**config.mk**
```make
export PLATFORM = sky130hd
export DESIGN_NAME = pwm_bank
export DESIGN_NICKNAME = d
export VERILOG_FILES = /design/src/rtl/pwm_bank_pkg.sv /design/src/rtl/pwm_bank_chan.sv /design/src/rtl/pwm_bank.sv
export SDC_FILE = /design/constraint.sdc
export NUM_CORES = 1
export LEC_CHECK = 0
export CAP_MARGIN = 5
export CELL_PAD_IN_SITES_DETAIL_PLACEMENT = 1
export CELL_PAD_IN_SITES_GLOBAL_PLACEMENT = 1
export CORE_UTILIZATION = 35
export CTS_CLUSTER_DIAMETER = 120
export DETAILED_ROUTE_END_ITERATION = 12
export GPL_TIMING_DRIVEN = 1
export HOLD_SLACK_MARGIN = 0.1
export PLACE_DENSITY = 0.71
export SKIP_LAST_GASP = 1
export SLEW_MARGIN = 20
export SYNTH_ARGS = -nofsm -noshare
export SYNTH_HDL_FRONTEND = slang
export SYNTH_SLANG_ARGS = --single-unit
```
**constraint.sdc**
```tcl
create_clock -name MasterClock -period 2.5 [get_ports MasterClock]
set_input_delay 0.25 -clock MasterClock [delete_from_list [all_inputs] [get_ports MasterClock]]
set_output_delay 0.25 -clock MasterClock [all_outputs]
set_load 0.05 [all_outputs]
```
**src/rtl/pwm_bank_pkg.sv**
```systemverilog
// Shared definitions for the pwm_bank pulse generator: channel modes and the
// per-channel state record.
package pwm_bank_pkg;

   localparam logic PWM_ONESHOT = 1'b0;
   localparam logic PWM_COMPARE = 1'b1;

   // Channel words are stored zero-extended to this width; WIDTH must not exceed it.
   localparam int PWM_MAX_WIDTH = 16;

   typedef logic [PWM_MAX_WIDTH-1:0] pwm_word_t;

   typedef struct packed {
      logic      mode;
      pwm_word_t cnt;
      pwm_word_t duty_act;
      pwm_word_t duty_pend;
      logic      pend;
      logic      pw;
   } pwm_chan_state_t;

endpackage

```
**src/rtl/pwm_bank_chan.sv**
```systemverilog
// One pwm_bank channel: a one-shot down-counter or a double-buffered duty
// comparator against the shared phase, selected per load.
module pwm_bank_chan
   import pwm_bank_pkg::*;
#(
   parameter int WIDTH = 7
) (
   input  logic             MasterClock,
   input  logic             reset,
   input  logic             tick,
   input  logic             wrap,
   input  logic [WIDTH-1:0] phase,
   input  logic             ld,
   input  logic             ld_mode,
   input  logic [WIDTH-1:0] ld_data,
   output logic             pw,
   output logic             busy,
   output logic             done
);

   pwm_chan_state_t st;
   logic            done_q;

   always_ff @(posedge MasterClock) begin
      if (reset) begin
         st     <= '0;
         done_q <= 1'b0;
      end else begin
         done_q <= 1'b0;
         if (ld) begin
            // A load owns this cycle: pw holds, and a load on the wrap tick
            // goes straight into the active duty.
            st.mode <= ld_mode;
            if (ld_mode == PWM_ONESHOT) begin
               st.cnt  <= pwm_word_t'(ld_data);
               st.pend <= 1'b0;
            end else begin
               st.cnt       <= '0;
               st.duty_pend <= pwm_word_t'(ld_data);
               if (tick && wrap) begin
                  st.duty_act <= pwm_word_t'(ld_data);
                  st.pend     <= 1'b0;
               end else begin
                  st.pend <= 1'b1;
               end
            end
         end else if (tick) begin
            if (st.mode == PWM_ONESHOT) begin
               if (st.cnt != '0) begin
                  st.cnt <= st.cnt - pwm_word_t'(1);
                  st.pw  <= 1'b1;
                  done_q <= (st.cnt == pwm_word_t'(1));
               end else begin
                  st.pw <= 1'b0;
               end
            end else begin
               st.pw <= (pwm_word_t'(phase) < st.duty_act);
               if (wrap && st.pend) begin
                  st.duty_act <= st.duty_pend;
                  st.pend     <= 1'b0;
               end
            end
         end
      end
   end

   assign pw   = st.pw;
   assign busy = (st.cnt != '0);
   assign done = done_q;

endmodule

```
**src/rtl/pwm_bank.sv**
```systemverilog
// Multi-channel pulse-width generator: shared tick-driven phase counter, load
// decode, and one pwm_bank_chan per output.
module pwm_bank
   import pwm_bank_pkg::*;
#(
   parameter int WIDTH    = 7,
   parameter int CHANNELS = 4,
   parameter int CH_BITS  = (CHANNELS > 1) ? $clog2(CHANNELS) : 1
) (
   input  logic                MasterClock,
   input  logic                reset,
   input  logic                xck_en,
   input  logic                ld,
   input  logic [CH_BITS-1:0]  ld_ch,
   input  logic                ld_mode,
   input  logic [WIDTH-1:0]    ld_data,
   output logic [CHANNELS-1:0] pw,
   output logic [CHANNELS-1:0] busy,
   output logic [CHANNELS-1:0] done
);

   logic [WIDTH-1:0] phase;
   logic             wrap;

   always_ff @(posedge MasterClock) begin
      if (reset) begin
         phase <= '0;
      end else if (xck_en) begin
         phase <= phase + WIDTH'(1);
      end
   end

   assign wrap = &phase;

   // Indices at or above CHANNELS match no instance, so such loads are dropped.
   for (genvar i = 0; i < CHANNELS; i++) begin : g_chan
      logic ld_sel;
      assign ld_sel = ld && (ld_ch == CH_BITS'(i));

      pwm_bank_chan #(.WIDTH(WIDTH)) u_chan (
         .MasterClock (MasterClock),
         .reset       (reset),
         .tick        (xck_en),
         .wrap        (wrap),
         .phase       (phase),
         .ld          (ld_sel),
         .ld_mode     (ld_mode),
         .ld_data     (ld_data),
         .pw          (pw[i]),
         .busy        (busy[i]),
         .done        (done[i])
      );
   end

endmodule

```
======== Word-level counts from Yosys, hierarchy flattened ========
Index checks and enable logic that the tools add are counted.
word-level totals
  register bits after elaboration ......... 179
  word-level logic and storage cells ...... 177
cells by class
  add/sub/neg operators ................... 5
  $lt $le $gt $ge ......................... 4
  equality and inequality tests ........... 19
  mux-type cells .......................... 56
  bitwise operators ....................... 9
  reduce and logical (&&, ||, !) cells .... 55
operators with widths
  operator               number
  $mux 32                12
  $mux 16                17
  $eq 16x1->1 const B    4
  $lt 7x16->1            4
  $reduce_bool 16->1     4
  $sub 16x1->16 const B  4
  $reduce_bool 2->1      16
  $reduce_and 3->1       8
  $mux 1                 22
  $reduce_and 5->1       4
  $reduce_or 5->1        4
  $ne 2x2->1 const B     8
  $reduce_and 2->1       8
  $logic_and 1x1->1      9
  $not 1->1              9
  $mux 2                 4
  $ne 2x1->1 const B     4
  $add 7x1->7 const B    1
  $mux 7                 1
  $reduce_and 7->1       1
  $eq 2x2->1 const B     2
  $eq 2x1->1 const B     1
  $logic_not 2->1        1

======== Logic depth before layout (Yosys ltp) ========
  word-level depth ........................ 6
  depth in mapped cells ................... 8
  depth with buffers taken out ............ 7

======== Cells and area by module ========
A second synthesis with hierarchy kept.
unflattened totals
  cells, all modules ...................... 872
  area, all modules ....................... 7330.8 um2
by module, submodules not included
  module         times used  cells an instance  area each (um2)  sequential area each (um2)
  pwm_bank_chan  4           209                1752.9           680.7
  pwm_bank       1           36                 319.1            140.1

======== Worst setup path after synthesis ========
OpenSTA, ideal clock, no wires.
  path type ............................... register to output
  from .................................... register g_chan[2].u_chan.st[42] (netlist bit)
  to ...................................... output port busy[2]
  data arrival time ....................... 1852 ps
  setup slack ............................. 398 ps
  stages on the path, launching flop included .. 5
  buffers on the path ..................... 1
  cells stage by stage .................... dfxtp_1 -> nor4_1 -> nand3_1 -> or4_1 -> buf_4
between the ends
  cells in the longest elaborated chain, start to end .. 1
ends and longest elaborated chain
  element             RTL line             RTL
  start: declaration  pwm_bank_chan.sv:21  pwm_chan_state_t st;
  $reduce_bool 16->1  pwm_bank_chan.sv:68  assign busy = (st.cnt != '0);
  end: declaration    pwm_bank.sv:18       output logic [CHANNELS-1:0] busy,
No other way between the ends.

======== Worst setup path after layout ========
  from .................................... register g_chan[0].u_chan.st[36] (netlist bit)
  to ...................................... output port busy[0]
between the ends
  cells in the longest elaborated chain, start to end .. 1
ends and longest elaborated chain
  element             RTL line
  start: declaration  pwm_bank_chan.sv:21
  $reduce_bool 16->1  pwm_bank_chan.sv:68
No other way between the ends.

==> results.cfg <==
[status]
status = finished clean

[yosys]
ys.flop_type = dfxtp_1
syn_avg_cell_area_um2 = 8.15
syn_nets = 945
yosysWarnings = 0
ys_types = 62
synth_edf_count = 0
ys_async_sr_fraction_pct = 0
syn_inst = 898
synth.cell_area_mm2 = 0.00732
synth.yosys.seq_area_share_pct = 39.1
yosys_register_bits = 143

[clock_tree]
cts.sinks = 143
clockBufferDepth = 2
cts_tree = yes
clock_latency_ns = 0.43
ctsResizeCount = 1
cts-root-buf = clkbuf_16
cts.reportedPaths.clkPinSlew_ns = 0.06
cts_hold_buf = 0
cts_setup_buffers = 0
cts-htree-levels = 4
cts_buffers = 17

[timing]
clock_skew_ns = 0.00968
clock.fmax_mhz = 417
grt_setup_unrepaired = false
tns_ns = 0
period_share_pct = 95.9
drv_slew = 0
hold_viol_final = 0
period_needed_ns = 2.40
max_slew_margin_pct = 54.5
setup_viol = 0
worst_pin_slew_ns = 0.677

[min_path]
hold_start = reset
hold_path_class = primary input to flip-flop

[setup_path]
r2r_start = phase[0]$_SDFFE_PP0P_
end_kind = primary output
critical_path.max_fanout = 8
crit_type = flip-flop to primary output
critPathLaunch = g_chan[0].u_chan.st[36]$_SDFFE_PP0P_
arrival_ns = 2.15
cp.required_ns = 2.25
cp-start-kind = flip-flop

[global_route]
grt_pass1_wl_mm = 34.9
overflow = 0
grt_antenna_before_repair = 0
grt_pass1_vias = 6709
track_usage_pct = 20.6
grt_max_degree = 47

[layout]
layout_common_cells = 143 x dfxtp_1, 120 x nand2_1, 111 x nor2_1, 61 x a21oi_1, 54 x buf_4
final_layout_size_suffix_gt1_share_pct = 11.2
final_common_cell = dfxtp_1
antennaDiodeCount = 0
num-fill-cells = 2404
fin_nets = 978
synthToLayoutAreaGrowth_pct = 18.3

[run]
max_cap_viol_count = 0

[drt]
dr.first_iter.drc_count = 241
viasPerCell = 5.40
drtAntennaViolNets = 0
drt-total-wl_mm = 21.0
dr_total_vias = 6560
drt-wirelength-per-cell_um = 17.3
drc = 0
drt-pass1-iter-count = 4

[floorplan]
rows = 52
die_w_um = 147
ioPinCount = 26
fp.coreArea_mm2 = 0.0204
die_height_um = 147
start_util_pct = 35.9
die_area_mm2 = 0.0215

[power]
powerDensity_mw_per_mm2 = 1330
peakVddDrop_mv = 0.500
power.total_mw = 11.5
power_leakage_nw = 3.13

[placed_design]
dp.final_hpwl_mm = 14.7
io_buffers = 25
place_congestion = 0.801
==> per-stage QoR <==
step | setup WS (ns) | util (%) | cells | hold WS (ns) | instance area, µm²
after floorplan | 0.398 | - | 898 | 0.409 | 7320
after global placement | 0.218 | 39.2 | 1182 | 0.442 | 7980
after detailed placement | 0.203 | 39.2 | 1182 | 0.447 | 7980
after CTS | 0.0470 | 42.5 | 1214 | 0.297 | 8650
after global routing | 0.00499 | 42.5 | 1214 | 0.324 | 8660
final | 0.104 | 42.5 | 1214 | 0.304 | 8660
==> synth_stat cells (3+ instances only) <==
library cell,count,area share [%]
a2111oi_0,3,0.36
a211oi_1,25,2.6
a21o_1,7,0.72
a21oi_1,61,4.2
a311oi_1,32,3.8
a31oi_1,6,0.51
and2_1,5,0.43
and3_1,4,0.34
buf_1,4,0.21
buf_2,8,0.55
buf_4,12,1.2
clkbuf_1,36,1.8
dfxtp_1,143,39
ha_1,33,5.6
inv_1,36,1.8
mux2_2,3,0.46
mux2i_1,3,0.41
nand2_1,120,6.2
nand2b_1,16,1.4
nand3_1,27,1.8
nand3b_1,5,0.51
nand4_1,15,1.3
nand4b_1,8,0.96
nor2_1,111,5.7
nor2b_1,11,0.94
nor3_1,13,0.89
nor3b_1,5,0.51
nor4_1,16,1.4
o211ai_1,7,0.72
o21ai_0,16,1.1
o22ai_1,5,0.43
o31ai_1,5,0.51
or3_1,7,0.60
or4_1,11,1.1
xnor2_1,17,2.0
xor2_1,33,3.9
==> kinds of logic (layout without fill, tap and decap cells) <==
logic type               Yosys count  after routing  share of synthesized area (%)
XOR/XNOR                          50             50                           5.98
flip-flops                       143            143                           39.1
adder cells (fa/ha/maj)           33             33                           5.64
buffers and inverters             96            142                           5.68
AND/OR/NAND/NOR                  391            391                           26.3
AO/OA/AOI/OAI                    179            179                           16.4
multiplexers                       6              6                          0.872
==> layer usage <==
metal / wire, µm / share of wire, % / vias up / track usage [%]
li1: - / - / 3239 / -
met1: 9800 / 47 / 3217 / 26.2
met2: 10100 / 48 / 86 / 34.9
met3: 782 / 3.7 / 18 / 3.84
met4: 318 / 1.5 / 0 / 6.20
met5: 0 / 0 / - / 0
==> area by class of cell <==
cell class / instances / area, µm² / area share (%)
multi-input cells: 659 / 4060 / 46.9
flip-flops and latches: 143 / 2860 / 33.1
clock inverters: 13 / 209 / 2.41
clock buffers: 19 / 453 / 5.23
repair buffers: 74 / 606 / 6.99
well taps: 270 / 338 / 3.90
inverters: 36 / 135 / 1.56
==> worst max-delay path: stages, from the launching register on <==
cell and delay (ns):
dfxtp_1 0.39, or4_1 0.64, nor2_1 0.24, nand3_1 0.21, buf_4 0.25
==> report_power, final <==
part | internal (mW) | leakage (nW) | switching [mW]
Clock | 1.83 | 0.316 | 1.06
Sequential | 2.79 | 1.16 | 0.580
Combinational | 2.18 | 1.65 | 3.09
==> worst paths after layout <==
path | endpoint | slack, ns | cells after the start
worst min-delay path | g_chan[2].u_chan.st[1]$_SDFFE_PP0P_ | 0.30 | 2
worst min register to register | g_chan[0].u_chan.st[3]$_SDFFE_PP0P_ | 0.46 | 2
worst max-delay path | busy[0] | 0.10 | 4
worst max register to register | g_chan[0].u_chan.st[23]$_SDFFE_PP0P_ | 0.23 | 7
==> registers in the layout, summed over array words and instances (netlist names) <==
signal / count
g_chan.u_chan.done: 4
g_chan.u_chan.pw: 4
g_chan.u_chan.st: 128
phase: 7
(Power assumes the default switching activity.)
